<file path="config.mk">
export PLATFORM = sky130hd
export DESIGN_NAME = key_scan
export DESIGN_NICKNAME = d
export VERILOG_FILES = /design/src/rtl/key_scan.sv
export SDC_FILE = /design/constraint.sdc
export NUM_CORES = 1
export LEC_CHECK = 0
export BUFFER_PORTS_ARGS = -buffer_cell sky130_fd_sc_hd__buf_4
export CAP_MARGIN = 25
export CORE_AREA = 3 3 69 97
export CTS_CLUSTER_SIZE = 12
export DETAILED_ROUTE_END_ITERATION = 8
export DIE_AREA = 0 0 72 100
export GPL_TIMING_DRIVEN = 0
export SLEW_MARGIN = 20
export SYNTH_ARGS = -nofsm -noshare
export SYNTH_HDL_FRONTEND = slang
export SYNTH_SLANG_ARGS = --single-unit
export TNS_END_PERCENT = 100
</file>
<file path="constraint.sdc">
create_clock -name clk -period 5.1 [get_ports clk]
set_clock_uncertainty 0.1 [all_clocks]
set_input_delay 0.255 -clock clk [delete_from_list [all_inputs] [get_ports clk]]
set_output_delay 0.255 -clock clk [all_outputs]
set_load 0.01 [all_outputs]
</file>
<file path="src/rtl/key_scan.sv">
// 4x4 matrix-keypad scanner: walks an active-low column strobe, debounces the
// synchronized rows and reports one event per accepted press.
module key_scan #(
  parameter int SCAN_DIV  = 50000,
  parameter int DEB_TICKS = 10
) (
  input  logic       clk,
  input  logic       rst_n,
  input  logic [3:0] key_row,
  output logic [3:0] key_col,
  output logic [3:0] key_code,
  output logic       key_valid,
  output logic       key_down
);

  localparam int DW = $clog2(SCAN_DIV);
  localparam int CW = $clog2(DEB_TICKS + 1);
  localparam logic [DW-1:0] DIV_MAX = DW'(SCAN_DIV - 1);
  localparam logic [CW-1:0] DEB_MAX = CW'(DEB_TICKS);

  localparam logic [1:0] S_SCAN      = 2'd0;
  localparam logic [1:0] S_DEB_PRESS = 2'd1;
  localparam logic [1:0] S_HELD      = 2'd2;
  localparam logic [1:0] S_DEB_REL   = 2'd3;

  logic [3:0]    r_sync1;
  logic [3:0]    r_sync2;
  logic [DW-1:0] r_div;
  logic [CW-1:0] r_deb_cnt;
  logic [1:0]    r_state;
  logic [1:0]    r_col_idx;
  logic [3:0]    r_cand;
  logic [3:0]    r_code;
  logic          r_valid;
  logic          r_down;

  logic          w_tick;
  logic          w_hit;
  logic [1:0]    w_row_idx;
  logic [CW-1:0] w_deb_nxt;

  assign w_tick    = (r_div == DIV_MAX);
  assign w_hit     = ~&r_sync2;
  assign w_deb_nxt = r_deb_cnt + CW'(1);

  // Row 0 wins when several rows are pulled low at once.
  always_comb begin
    w_row_idx = 2'd3;
    if (!r_sync2[0])      w_row_idx = 2'd0;
    else if (!r_sync2[1]) w_row_idx = 2'd1;
    else if (!r_sync2[2]) w_row_idx = 2'd2;
  end

  always_ff @(posedge clk or negedge rst_n) begin
    if (!rst_n) begin
      r_sync1   <= 4'b1111;
      r_sync2   <= 4'b1111;
      r_div     <= '0;
      r_deb_cnt <= '0;
      r_state   <= S_SCAN;
      r_col_idx <= 2'd0;
      r_cand    <= 4'd0;
      r_code    <= 4'd0;
      r_valid   <= 1'b0;
      r_down    <= 1'b0;
    end else begin
      r_sync1 <= key_row;
      r_sync2 <= r_sync1;
      r_div   <= w_tick ? '0 : r_div + DW'(1);
      r_valid <= 1'b0;
      if (w_tick) begin
        case (r_state)
          S_SCAN: begin
            if (w_hit) begin
              r_cand <= {r_col_idx, w_row_idx};
              if (DEB_TICKS == 1) begin
                r_code  <= {r_col_idx, w_row_idx};
                r_valid <= 1'b1;
                r_down  <= 1'b1;
                r_state <= S_HELD;
              end else begin
                r_deb_cnt <= CW'(1);
                r_state   <= S_DEB_PRESS;
              end
            end else begin
              r_col_idx <= r_col_idx + 2'd1;
            end
          end
          S_DEB_PRESS: begin
            if (w_hit && (w_row_idx == r_cand[1:0])) begin
              r_deb_cnt <= w_deb_nxt;
              if (w_deb_nxt == DEB_MAX) begin
                r_code  <= r_cand;
                r_valid <= 1'b1;
                r_down  <= 1'b1;
                r_state <= S_HELD;
              end
            end else begin
              // Bounce: resume scanning from the same column next tick.
              r_deb_cnt <= '0;
              r_state   <= S_SCAN;
            end
          end
          S_HELD: begin
            if (!w_hit) begin
              if (DEB_TICKS == 1) begin
                r_down    <= 1'b0;
                r_state   <= S_SCAN;
                r_col_idx <= r_col_idx + 2'd1;
              end else begin
                r_deb_cnt <= CW'(1);
                r_state   <= S_DEB_REL;
              end
            end
          end
          S_DEB_REL: begin
            if (!w_hit) begin
              r_deb_cnt <= w_deb_nxt;
              if (w_deb_nxt == DEB_MAX) begin
                r_down    <= 1'b0;
                r_state   <= S_SCAN;
                r_col_idx <= r_col_idx + 2'd1;
              end
            end else begin
              r_state <= S_HELD;
            end
          end
          default: r_state <= S_SCAN;
        endcase
      end
    end
  end

  assign key_col   = ~(4'b0001 << r_col_idx);
  assign key_code  = r_code;
  assign key_valid = r_valid;
  assign key_down  = r_down;

endmodule
</file>
* Word-level counts from Yosys, hierarchy flattened
Cells that the tools add are included.
** Operators by class
- Add/sub/neg operators :: 3
- Equality and inequality tests :: 15
- Shift operators :: 1
- Multiplexer cells :: 29
- Bitwise gates (word level) :: 2
- Reductions and logical operators :: 12
** Operators by type and width (number)
- $mux 2 :: 11
- $add 16x1->16 const B :: 1
- $eq 16x16->1 const B :: 1
- $mux 16 :: 1
- $mux 4 :: 4
- $pmux 4 s4 :: 1
- $ne 2x2->1 const B :: 7
- $reduce_and 4->1 :: 3
- $reduce_and 5->1 :: 2
- $mux 1 :: 9
- $pmux 2 s4 :: 1
- $ne 3x3->1 const B :: 2
- $reduce_and 6->1 :: 1
- $add 4x1->4 const B :: 1
- $eq 2x2->1 const B :: 2
- $eq 4x4->1 const B :: 1
- $not 4->4 :: 1
- $pmux 2 s2 :: 1
- $reduce_bool 2->1 :: 2
- $shl 1x2->4 const A :: 1
- $reduce_and 3->1 :: 1
- $add 2x1->2 const B :: 1
- $eq 2x1->1 const B :: 1
- $eq 2x2->1 :: 1
- other kinds (5) :: 5
** Storage, ports and cells
- Bits in registers :: 42
- Input port bits :: 6
- Output and inout bits :: 10
- Word-level logic and storage cells :: 72

* Longest topological paths before layout
Gate-level depths: netlist of run 1.
- Depth in word-level cells :: 8
- Depth in mapped cells :: 7
- Depth with buffers taken out :: 7

* Worst setup path before layout of run 1
No wires, ideal clock.
- Path type :: register -> register
- Start point :: reg r_div[12]
- End point :: reg r_code[0] (netlist: key_code[0])
- Library setup time :: 0.128 ns
- Arrival time :: 2.113 ns
- Required time :: 4.872 ns
- Path slack :: 2.760 ns
- Cell stages (with the launch flop) :: 6
- Path buffers :: 0
- Period minus slack after synthesis :: 2.340 ns
- Cells stage by stage :: dfrtp_1 -> or4_4 -> nor4_4 -> nand2_2 -> nor4_4 -> mux2_1
** Between the ends
- Word-level cells in the longest chain between the ends :: 2
** RTL lines
- start, declared :: RTL line 28 : logic [DW-1:0] r_div;
- start signal, assigned :: RTL line 69 : r_div <= w_tick ? '0 : r_div + DW'(1);
- $eq 16x16->1 :: RTL line 42 : assign w_tick = (r_div == DIV_MAX);
- $reduce_and 4->1 (no source line)
- end signal, assigned :: RTL line 77 : r_code <= {r_col_idx, w_row_idx};
- end signal, assigned :: RTL line 93 : r_code <= r_cand;
- end, declared :: RTL line 33 : logic [3:0] r_code;
No other way between the ends.
A chain may end at the register's enable or synchronous reset.

* Worst setup path in the final report of run 1
Same ends and word-level chain as after synthesis.

==> metrics.md, run 1 <==
| Metric | Value |
|---|---|
| Outcome | `complete, no violations` |
| Worst Path Buf+Inv | `0` |
| CTS tree | `yes` |
| Yosys top cell area share | `a little over two fifths` |
| Crit-path slowest cell | `or4_4` |
| Top Ports | `16` |
| Area grow syn2layout | `18.28%` |
| Vias per cell | `4.947` |
| Hold Path Class | `reg -> reg` |
| Core area | `5904 µm²` |
| Critical-path cell list | `or4_4 > nor4_4 > nand2_2 > nor4_4 > mux2_1` |
| CTS Sinks | `42` |
| Post-synthesis register bit count | `42` |
| Layout cells sized above 1 | `18.87%` |
| EDFF count, synth | `0` |
| Critical path type | `reg -> reg` |
| Critical path endpoint category | `flop` |
| Max Cap Violations | `0` |
| Grt total ovfl | `0` |
| Slew Limit Fails | `0` |
| Top delay family on crit path | `simple AND/OR/NAND/NOR gates` |
| CTS clk-pin slew, worst paths | `80 ps` |
| Startpoint Class | `flop` |
| Hold slack | `approximately 250 ps` |
| Cell taking the most area after synthesis | `dfrtp_1` |
| Syn Inst Count | `184` |
| Async SR Flop Fraction | `100.0%` |
| Vias | `1395` |
| RSZ-0062 raised after global routing | `false` |
| Num CTS Buffers | `5` |
| Worst r2r src | `r_div[12]` |
| Overall Global Routing Usage | `10.50%` |
| Resized cells post-CTS | `0` |
| Synth top area cells | `dfrtp_1, dfstp_2, ha_1` |
| DR pass1 iterations | `5` |
| Rows | `33` |
| CP startpoint | `r_div[12]` |
| Worst Path Required | `5180 ps` |
| PwrDens | `264.1 nW/µm²` |
| Crit path max fanout | `6` |
| Initial antenna violation count | `0` |
| Final #Nets | `224` |
| Drt initial violations | `a little under 90` |
| Die W | `72 µm` |
| Vias in the first global route | `1358` |
| Post-Syn Area per Cell | `10.90 µm²` |
| Final hold violation count | `0` |
| Largest net degree at the start of global routing | `43` |
| First-pass GRT wire length | `around 6000 µm` |
| Routed wire length | `3401 µm` |
| Crit-path most repeated cell | `nor4_4` |
| Hold_sp | `r_sync1[0]` |
| Final min period | `2517 ps` |
| Leak Pwr | `approximately 1.0 nW` |
| Sequential Area | `1061 µm²` |
| Post-synthesis sequential area ratio | `52.90%` |
| Initial Utilization | `33.97%` |
| R2R Setup Slk | `approximately 2600 ps` |
| Fin cells | `282` |
| Synth Warn # | `0` |
| Clock latency on the worst-skew pair | `290 ps` |
| Final Cycle Share | `49.36%` |
| DP HPWL | `2379 µm` |
| Mapped Area | `2006 µm²` |
| Die ar. | `7200 µm²` |
| Placed Cells incl. Taps | `269` |
| Most frequent cell after synthesis | `dfrtp_1` |
| Area of the multi-input gates | `884.6 µm²` |
| WL/cell | `12.06 µm` |
| Yosys cell types | `between 40 and 50` |
| Net Count, Synth | `just under 200` |
| Number of port buffers | `15` |
| Clock buffer depth | `2` |
| DRC Markers | `0` |
| H-tree depth | `2` |
| Slowest stage delay, CP | `580 ps` |
| Core Util, Final | `40.18%` |
| Final ANT Viol Nets | `0` |
| Placed inst area | `~2200 µm²` |
| Final design instance area without fill | `2372 µm²` |
| Antenna diodes | `0` |
| CTS Root Buffer Type | `clkbuf_8` |
| Most common flop cell mapped by yosys | `dfrtp_1` |
| Die Y | `100 µm` |
| CP arrival | `2600 ps` |
| Peak VDD IR | `0.1177 mV` |
| Fill count | `about 600` |
| Slew headroom | `50.06%` |
| Placer congestion estimate | `0.7782` |
| Max Fclk | `397.2 MHz` |
| Setup TNS Final | `0 ps` |
| Synth top cells by count | `dfrtp_1, inv_1, nor2_1` |
| Measured slew at the worst slew-check pin | `737.5 ps` |
| # setup viols final | `0` |
worst paths after layout:
kind | end | cells past startpoint
worst max register to register | key_code[0] | 5
worst max-delay path | key_code[0] | 5
worst min register to register | r_sync2[0] | 0
worst min-delay path | r_sync2[0] | 0
min in group asynchronous | r_col_idx[1] | 2
max in group asynchronous | r_sync2[1] | 2
state kept, by name, summed over array words and instances, names as in the netlist:
| register | cells |
|---|---|
| r_div | 16 |
| key_code | 4 |
| r_cand | 4 |
| r_deb_cnt | 4 |
| r_sync1 | 4 |
| r_sync2 | 4 |
| r_col_idx | 2 |
| r_state | 2 |
| key_down | 1 |
| key_valid | 1 |
metal layers:
metal | vias up | GRT usage, % | share of wire (%)
met4 | 0 | 5.355 | 2.9
met5 | - | 0 | 0
met1 | 666 | 11.90 | 43
li1 | 702 | - | -
met3 | 9 | 2.705 | 3.3
met2 | 18 | 17.99 | 51
layout by cell type, fill, tap and decap left out, types with 2 or more instances in the layout:
cell type	count
nand4b_1	2
nor4_1	3
dfstp_2	8
nor4_4	2
ha_1	7
o211ai_1	2
clkbuf_8	6
inv_1	14
nor2_1	13
xnor2_1	8
nand3_1	9
dfrtp_1	34
xor2_1	7
nor2b_1	3
buf_4	15
and2_1	2
clkbuf_1	2
and3_1	4
mux2_1	4
nand4_1	5
nand2b_1	2
o21ai_0	8
nand2_1	12
dlygate4sd3_1	5
o31ai_1	3
a21oi_1	2
nor3_1	4
a31oi_1	2
or2_2	3
o21a_1	2
timing repair:
| action | 4_1_cts | 5_1_grt |
|---|---|---|
| buffers inserted | 0 | 0 |
| hold buffers | 5 | 0 |
| hold endpoints to repair | 38 | 0 |
worst register-to-register path, delay by kind of cell (launching register included):
kind	cells	cell delay, ps
and+or+nand+nor	4	1530
DFF	1	430
muxes	1	360
cells by family after synthesis:
kind of cell | Yosys count | share of synthesized area [%]
simple gates | 70 | 20.34
flops | 42 | 52.90
compound gates | 29 | 10.04
buf+inv | 16 | 2.994
xor+xnor | 15 | 6.550
fa+ha+maj | 7 | 4.367
mux | 5 | 2.807
stage by stage:
stage	power, mW	setup slack (ps)
6_report	0.6264	2583
5_1_grt	0.6538	2431
4_1_cts	0.6380	2552
3_5_place_dp	0.3609	2564
3_3_place_gp	0.3609	2578
2_1_floorplan	0.3502	2760
layout make-up:
class / count / share of cell area (%)
Buffer: 2 / 0.3165
Clock buffer: 7 / 3.639
Clock inverter: 1 / 1.266
Inverter: 14 / 2.215
Multi-Input combinational cell: 126 / 37.29
Sequential cell: 42 / 44.73
Tap cell: 70 / 3.692
Timing Repair Buffer: 20 / 6.857
where the power goes:
part / leakage (nW) / switching (mW) / total [mW] / internal (mW)
sequential: 0.545 / 0.00179 / 0.340 / 0.339
combinational: 0.440 / 0.00982 / 0.0164 / 0.00660
clock: 0.0585 / 0.110 / 0.270 / 0.160
Note: power is estimated with default switching activity, not from simulation.
==> inputs of run 2 (changes only) <==
==> constraint.sdc (replaced) <==
create_clock -name clk -period 2.45 [get_ports clk]
set_clock_uncertainty 0.1 [all_clocks]
set_input_delay 0.1225 -clock clk [delete_from_list [all_inputs] [get_ports clk]]
set_output_delay 0.1225 -clock clk [all_outputs]
set_load 0.01 [all_outputs]
==> metrics.md, run 2 (synthesis results as in run 1) <==
| Metric | Value |
|---|---|
| Top delay family on crit path | `simple AND/OR/NAND/NOR gates` |
| Grt total ovfl | `0 (unchanged)` |
| Measured slew at the worst slew-check pin | `766.8 ps (+29.26 ps)` |
| DP HPWL | `2379 µm (unchanged)` |
| Largest register FFs | `16 (unchanged)` |
| Hold slack | `245.1 ps (-9.750 ps)` |
| Critical path endpoint category | `flop` |
| Rows | `33 (unchanged)` |
| Setup TNS Final | `0 ps (unchanged)` |
| Pwr Total | `1.305 mW (+110%)` |
| Initial Utilization | `33.97% (unchanged)` |
| PwrDens | `534.2 nW/µm² (+100%)` |
| Most frequent cells in the layout | `dfrtp_1, buf_4, inv_1` |
| Clock buffer depth | `2 (unchanged)` |
| Num CTS Buffers | `5 (unchanged)` |
| CP arrival | `2480 ps (-120 ps)` |
| Final ANT Viol Nets | `0 (unchanged)` |
| Biggest register | `r_div` |
| Final #Nets | `232 (+3.6%)` |
| Vias | `1442 (+3.4%)` |
| Area grow syn2layout | `21.77%` |
| Final hold violation count | `0 (unchanged)` |
| WL/cell | `12.11 µm (+0.39%)` |
| CTS clk-pin slew, worst paths | `80 ps (about the same)` |
| Outcome | `complete, no violations` |
| CTS Sinks | `42 (unchanged)` |
| Slew headroom | `48.07% (-2.0 points)` |
| Slew Limit Fails | `0 (unchanged)` |
| Overall Global Routing Usage | `10.63% (+0.13 points)` |
| Worst Path Buf+Inv | `1 (+1)` |
| Hold Path Class | `in -> async` |
| Routed wire length | `3511 µm (+3.2%)` |
| Placed Cells incl. Taps | `269 (unchanged)` |
| Placer congestion estimate | `0.7782 (unchanged)` |
| Die Y | `100 µm (unchanged)` |
| Vias in the first global route | `1382 (+1.8%)` |
| Crit-path slowest cell | `or4_4` |
| Peak VDD IR | `0.2462 mV (+110%)` |
| Vias per cell | `4.972 (+0.52%)` |
| Slowest stage delay, CP | `570 ps (about the same)` |
| Initial antenna violation count | `0 (unchanged)` |
| Layout cells sized above 1 | `23.18% (+4.3 points)` |
| Crit path max fanout | `4 (-2)` |
| First-pass GRT wire length | `6072 µm (+1.3%)` |
| Final design instance area without fill | `2442 µm² (+3.0%)` |
| Final min period | `2407 ps (-110.4 ps)` |
| DRC Markers | `0 (unchanged)` |
| Critical path type | `reg -> reg` |
| Placed inst area | `2206 µm² (unchanged)` |
| CTS Root Buffer Type | `clkbuf_8` |
| Top Ports | `16 (unchanged)` |
| Most common cell after layout, fill and taps aside | `dfrtp_1` |
| Number of port buffers | `15 (unchanged)` |
| Core area | `5904 µm² (unchanged)` |
| Clock latency on the worst-skew pair | `290 ps (about the same)` |
| Worst Path Required | `2530 ps (-2650 ps)` |
| Final Cycle Share | `98.25% (+49 points)` |
| Fill count | `597 (-2.0%)` |
| # setup viols final | `0 (unchanged)` |
| Critical-path cell list | `or4_4 > nor4_4 > nand2_2 > nor4_4 > buf_4 > mux2_1` |
| Antenna diodes | `0 (unchanged)` |
| Crit-path most repeated cell | `nor4_4` |
| H-tree depth | `2 (unchanged)` |
| Die W | `72 µm (unchanged)` |
| Max Cap Violations | `0 (unchanged)` |
| Startpoint Class | `flop` |
| Leak Pwr | `1.085 nW (+4.0%)` |
| Die ar. | `7200 µm² (unchanged)` |
| Fin cells | `290 (+2.8%)` |
| Max Fclk | `415.4 MHz (+4.6%)` |
| CTS tree | `yes` |
| Drt initial violations | `98 (+10%)` |
| DR pass1 iterations | `4 (-1)` |
| Largest net degree at the start of global routing | `43 (unchanged)` |
-- run 2: final timing paths --
check                           start            to  slack [ps]  cells past startpoint
max                         r_div[12]   key_code[0]          40                      6
min                             rst_n  r_col_idx[1]         250                      2
max reg2reg                 r_div[12]   key_code[0]          40                      6
min reg2reg                r_sync1[0]    r_sync2[0]         250                      0
max in group asynchronous       rst_n    r_sync2[1]        1610                      2
min in group clk           r_sync1[0]    r_sync2[0]         250                      0
-- run 2: timing repair --
item,in CTS,in global routing
gates resized for setup,0,4
pin swaps,2,4
setup buffers,2,6
setup endpoints to repair,4,12
endpoints found under the hold margin,38,0
hold buffers,5,0
-- run 2: final cells by class --
| type | count | area, µm² | share of cell area (%) |
|---|---|---|---|
| plain buffers | 2 | 8.758 | 0.3586 |
| clock buffers | 7 | 86.33 | 3.535 |
| clock inverters | 1 | 30.03 | 1.230 |
| inverters | 14 | 52.55 | 2.152 |
| multi-input cells | 126 | 893.4 | 36.58 |
| flip-flops and latches | 42 | 1061 | 43.44 |
| well taps | 70 | 87.58 | 3.586 |
| repair buffers | 28 | 222.7 | 9.119 |
-- run 2: per-layer routing --
metal  track usage [%]  vias to the layer above  wire length [µm]
li1                  -                      721                 -
met1             11.90                      699              1482
met5                 0                        -                 0
met4             5.355                        0                94
met3             2.705                        8                93
met2             18.41                       14              1841
-- run 2: where the power goes --
group          total, mW  leakage, nW  switching (mW)  internal [mW]
clock network      0.562       0.0585           0.230          0.332
logic             0.0343        0.482          0.0205         0.0138
registers          0.709        0.545         0.00379          0.705
total               1.30         1.09           0.254           1.05
-- run 2: through the flow --
stage	utilization, %	setup WS, ps
after floorplan	-	109.7
after global placement	37.36	-71.75
after detailed placement	37.36	-86.07
after CTS	40.43	43.64
after global routing	41.36	-10.40
final	41.36	42.94
-- run 2: worst register-to-register path, stage by stage, from the launching register on --
cell	delay, ps
dfrtp_1	430
or4_4	580
nor4_4	310
nand2_2	130
nor4_4	260
buf_4	180
mux2_1	310
==> inputs of run 3 (changes only) <==
--- a/config.mk
+++ b/config.mk
@@ -5,12 +5,13 @@
 export SDC_FILE = /design/constraint.sdc
 export NUM_CORES = 1
 export LEC_CHECK = 0
+export ABC_AREA = 1
 export BUFFER_PORTS_ARGS = -buffer_cell sky130_fd_sc_hd__buf_4
 export CAP_MARGIN = 25
-export CORE_AREA = 3 3 69 97
+export CORE_AREA = 3 3 71 99
 export CTS_CLUSTER_SIZE = 12
 export DETAILED_ROUTE_END_ITERATION = 8
-export DIE_AREA = 0 0 72 100
+export DIE_AREA = 0 0 74 102
 export GPL_TIMING_DRIVEN = 0
 export SLEW_MARGIN = 20
 export SYNTH_ARGS = -nofsm -noshare
==> metrics.md, run 3 <==
| Metric | Value |
|---|---|
| # setup viols final | `0 (unchanged)` |
| Max Fclk | `570.4 MHz (+37%)` |
| Yosys cell types | `26 (-42%)` |
| R2R Setup Slk | `700 ps (+650 ps)` |
| Worst Path Required | `2580 ps (+50 ps)` |
| DRC Markers | `0 (unchanged)` |
| Measured slew at the worst slew-check pin | `536.7 ps (-230.1 ps)` |
| Post-CTS Hold Buffers | `5 (unchanged)` |
| Clock buffer depth | `2 (unchanged)` |
| Worst r2r src | `r_deb_cnt[0]` |
| CTS clk-pin slew, worst paths | `80 ps (about the same)` |
| Hold Path Class | `in -> async` |
| Crit-path most repeated cell | `nand2_1` |
| H-tree depth | `2 (unchanged)` |
| Drt initial violations | `70 (-29%)` |
| Met3 routed WL | `89 µm (-4.3%)` |
| CP arrival | `1880 ps (-600 ps)` |
| Final ANT Viol Nets | `0 (unchanged)` |
| Top delay family on crit path | `simple AND/OR/NAND/NOR gates` |
| Post-synthesis sequential area ratio | `50.93% (-2.0 points)` |
| Crit-path slowest cell | `dfrtp_1` |
| CTS tree | `yes` |
| Die ar. | `7548 µm² (+4.8%)` |
| Final min period | `1753 ps (-653.8 ps)` |
| Most common flop cell mapped by yosys | `dfrtp_1` |
| Most frequent cell after synthesis | `nand2_1` |
| Net Count, Synth | `266 (+35%)` |
| Final design instance area without fill | `2442 µm² (unchanged)` |
| Outcome | `complete, no violations` |
| Startpoint Class | `flop` |
| Core area | `6254 µm² (+5.9%)` |
| Critical path endpoint category | `flop` |
| First-pass GRT wire length | `6444 µm (+6.1%)` |
| Largest net degree at the start of global routing | `43 (unchanged)` |
| Post-synthesis register bit count | `42 (unchanged)` |
| Slew Limit Fails | `0 (unchanged)` |
| Area grow syn2layout | `17.24%` |
| Highest metal used | `met4` |
| Crit path max fanout | `7 (+3)` |
| Leak Pwr | `1.265 nW (+17%)` |
| Cell taking the most area after synthesis | `dfrtp_1` |
| Async SR Flop Fraction | `100.0% (unchanged)` |
| Placed inst area | `2286 µm² (+3.6%)` |
| Place WS | `687.3 ps (+773.4 ps)` |
| Peak VDD IR | `0.2148 mV (-13%)` |
| Overall Global Routing Usage | `10.93% (+0.30 points)` |
| # Post-CTS Setup Buffers | `0 (-2)` |
| PwrDens | `520.1 nW/µm² (-2.6%)` |
| Resized cells post-CTS | `0 (unchanged)` |
| Mapped Area | `2083 µm² (+3.9%)` |
| R2r endpoint | `key_code[3]` |
| Final Cycle Share | `71.56% (-27 points)` |
| Biggest register | `r_div` |
| Clock latency on the worst-skew pair | `290 ps (about the same)` |
| Critical path type | `reg -> reg` |
| Final #Nets | `293 (+26%)` |
| Critical-path cell list | `ha_1 > nand2_1 > nand2_1 > nor2_1 > nand2_1 > nor2_1 > nand2_2 > inv_2 > nand2_1 > nand2_1` |
| Sequential Area | `1061 µm² (unchanged)` |
| Routed wire length | `3597 µm (+2.4%)` |
| Reg2Reg Depth | `10 (+4)` |
| Number of port buffers | `15 (unchanged)` |
| Slowest stage delay, CP | `450 ps (-120 ps)` |
| WL/cell | `10.19 µm (-16%)` |
| Post-Syn Area per Cell | `8.234 µm² (-24%)` |
| Core Util, Final | `39.06% (-2.3 points)` |
| Rows | `34 (+3.0%)` |
| Slew headroom | `64.22% (+16 points)` |
| DP HPWL | `2674 µm (+12%)` |
| Antenna diodes | `0 (unchanged)` |
| EDFF count, synth | `0 (unchanged)` |
| Grt total ovfl | `0 (unchanged)` |
| Area of the multi-input gates | `848.3 µm² (-5.0%)` |
| Num CTS Buffers | `5 (unchanged)` |
| CTS Sinks | `42 (unchanged)` |
| Layout cells sized above 1 | `14.95% (-8.2 points)` |
| DR pass1 iterations | `4 (unchanged)` |
| Die W | `74 µm (+2.8%)` |
| Synth top area cells | `dfrtp_1, nand2_1, dfstp_2` |
| Vias in the first global route | `1522 (+10%)` |
| Fill count | `622 (+4.2%)` |
| Max Cap Violations | `0 (unchanged)` |
| Initial antenna violation count | `0 (unchanged)` |
| Yosys top cell area share | `40.84% (-1.6 points)` |
| Worst Path Buf+Inv | `1 (unchanged)` |
| Syn Inst Count | `253 (+38%)` |
| Vias | `1620 (+12%)` |
| WL met1 | `1610 µm (+8.6%)` |
| CTS Root Buffer Type | `clkbuf_8` |
| Die Y | `102 µm (+2.0%)` |
| Synth Warn # | `0 (unchanged)` |
| Placer congestion estimate | `0.8403 (+8.0%)` |
| Top Ports | `16 (unchanged)` |
| Routed wl met2 | `1806 µm (-1.9%)` |
| Final hold violation count | `0 (unchanged)` |
| RSZ-0062 raised after global routing | `false` |
| Most common cell after layout, fill and taps aside | `nand2_1` |
| Initial Utilization | `33.31% (-0.66 points)` |
| Synth top cells by count | `nand2_1, inv_1, dfrtp_1` |
| Largest register FFs | `16 (unchanged)` |
| Most frequent cells in the layout | `nand2_1, inv_1, dfrtp_1` |
| Setup TNS Final | `0 ps (unchanged)` |
| Setup ws final | `696.7 ps (+653.8 ps)` |
| Vias per cell | `4.589 (-7.7%)` |
## run 3: worst max path at each step
stage                 start           to  cells past startpoint
2_1_floorplan  r_deb_cnt[0]  key_code[0]                      9
3_3_place_gp   r_deb_cnt[0]  key_code[0]                      9
3_5_place_dp   r_deb_cnt[0]  key_code[0]                      9
4_1_cts        r_deb_cnt[0]  key_code[3]                     10
5_1_grt        r_deb_cnt[0]  key_code[3]                     10
6_report       r_deb_cnt[0]  key_code[3]                     10
## run 3: cells by family after synthesis
family                   Yosys count  synth area share [%]
AND/OR/NAND/NOR                  136                 29.79
AO/OA/AOI/OAI                     20                 5.045
flip-flops                        42                 50.93
buffers and inverters             44                 8.349
adder cells (fa/ha/maj)            7                 4.204
XOR/XNOR                           4                 1.682
## run 3: layer usage
layer / global-route usage (%) / vias up
li1: - / 845
met1: 12.74 / 755
met2: 18.37 / 14
met3: 2.461 / 6
met4: 5.858 / 0
met5: 0 / -
## run 3: metrics by stage
step	hold WS (ps)	power, mW	cells
2_1_floorplan	-273.1	0.7293	253
3_3_place_gp	48.01	0.7512	340
3_5_place_dp	50.37	0.7516	340
4_1_cts	258.1	1.297	353
5_1_grt	264.3	1.324	353
6_report	235.6	1.270	353
## run 3: layout make-up
type	instances	area share, %
Sequential cell	42	43.44
Multi-Input combinational cell	167	34.73
Timing Repair Buffer	20	6.660
Clock buffer	7	3.125
Buffer	1	0.4611
Tap cell	72	3.689
Inverter	43	6.660
Clock inverter	1	1.230
## run 3: power breakdown
part / internal [mW] / switching, mW / leakage [nW]
Clock: 0.305 / 0.223 / 0.0524
Combinational: 0.0136 / 0.0213 / 0.668
Sequential: 0.705 / 0.00320 / 0.545
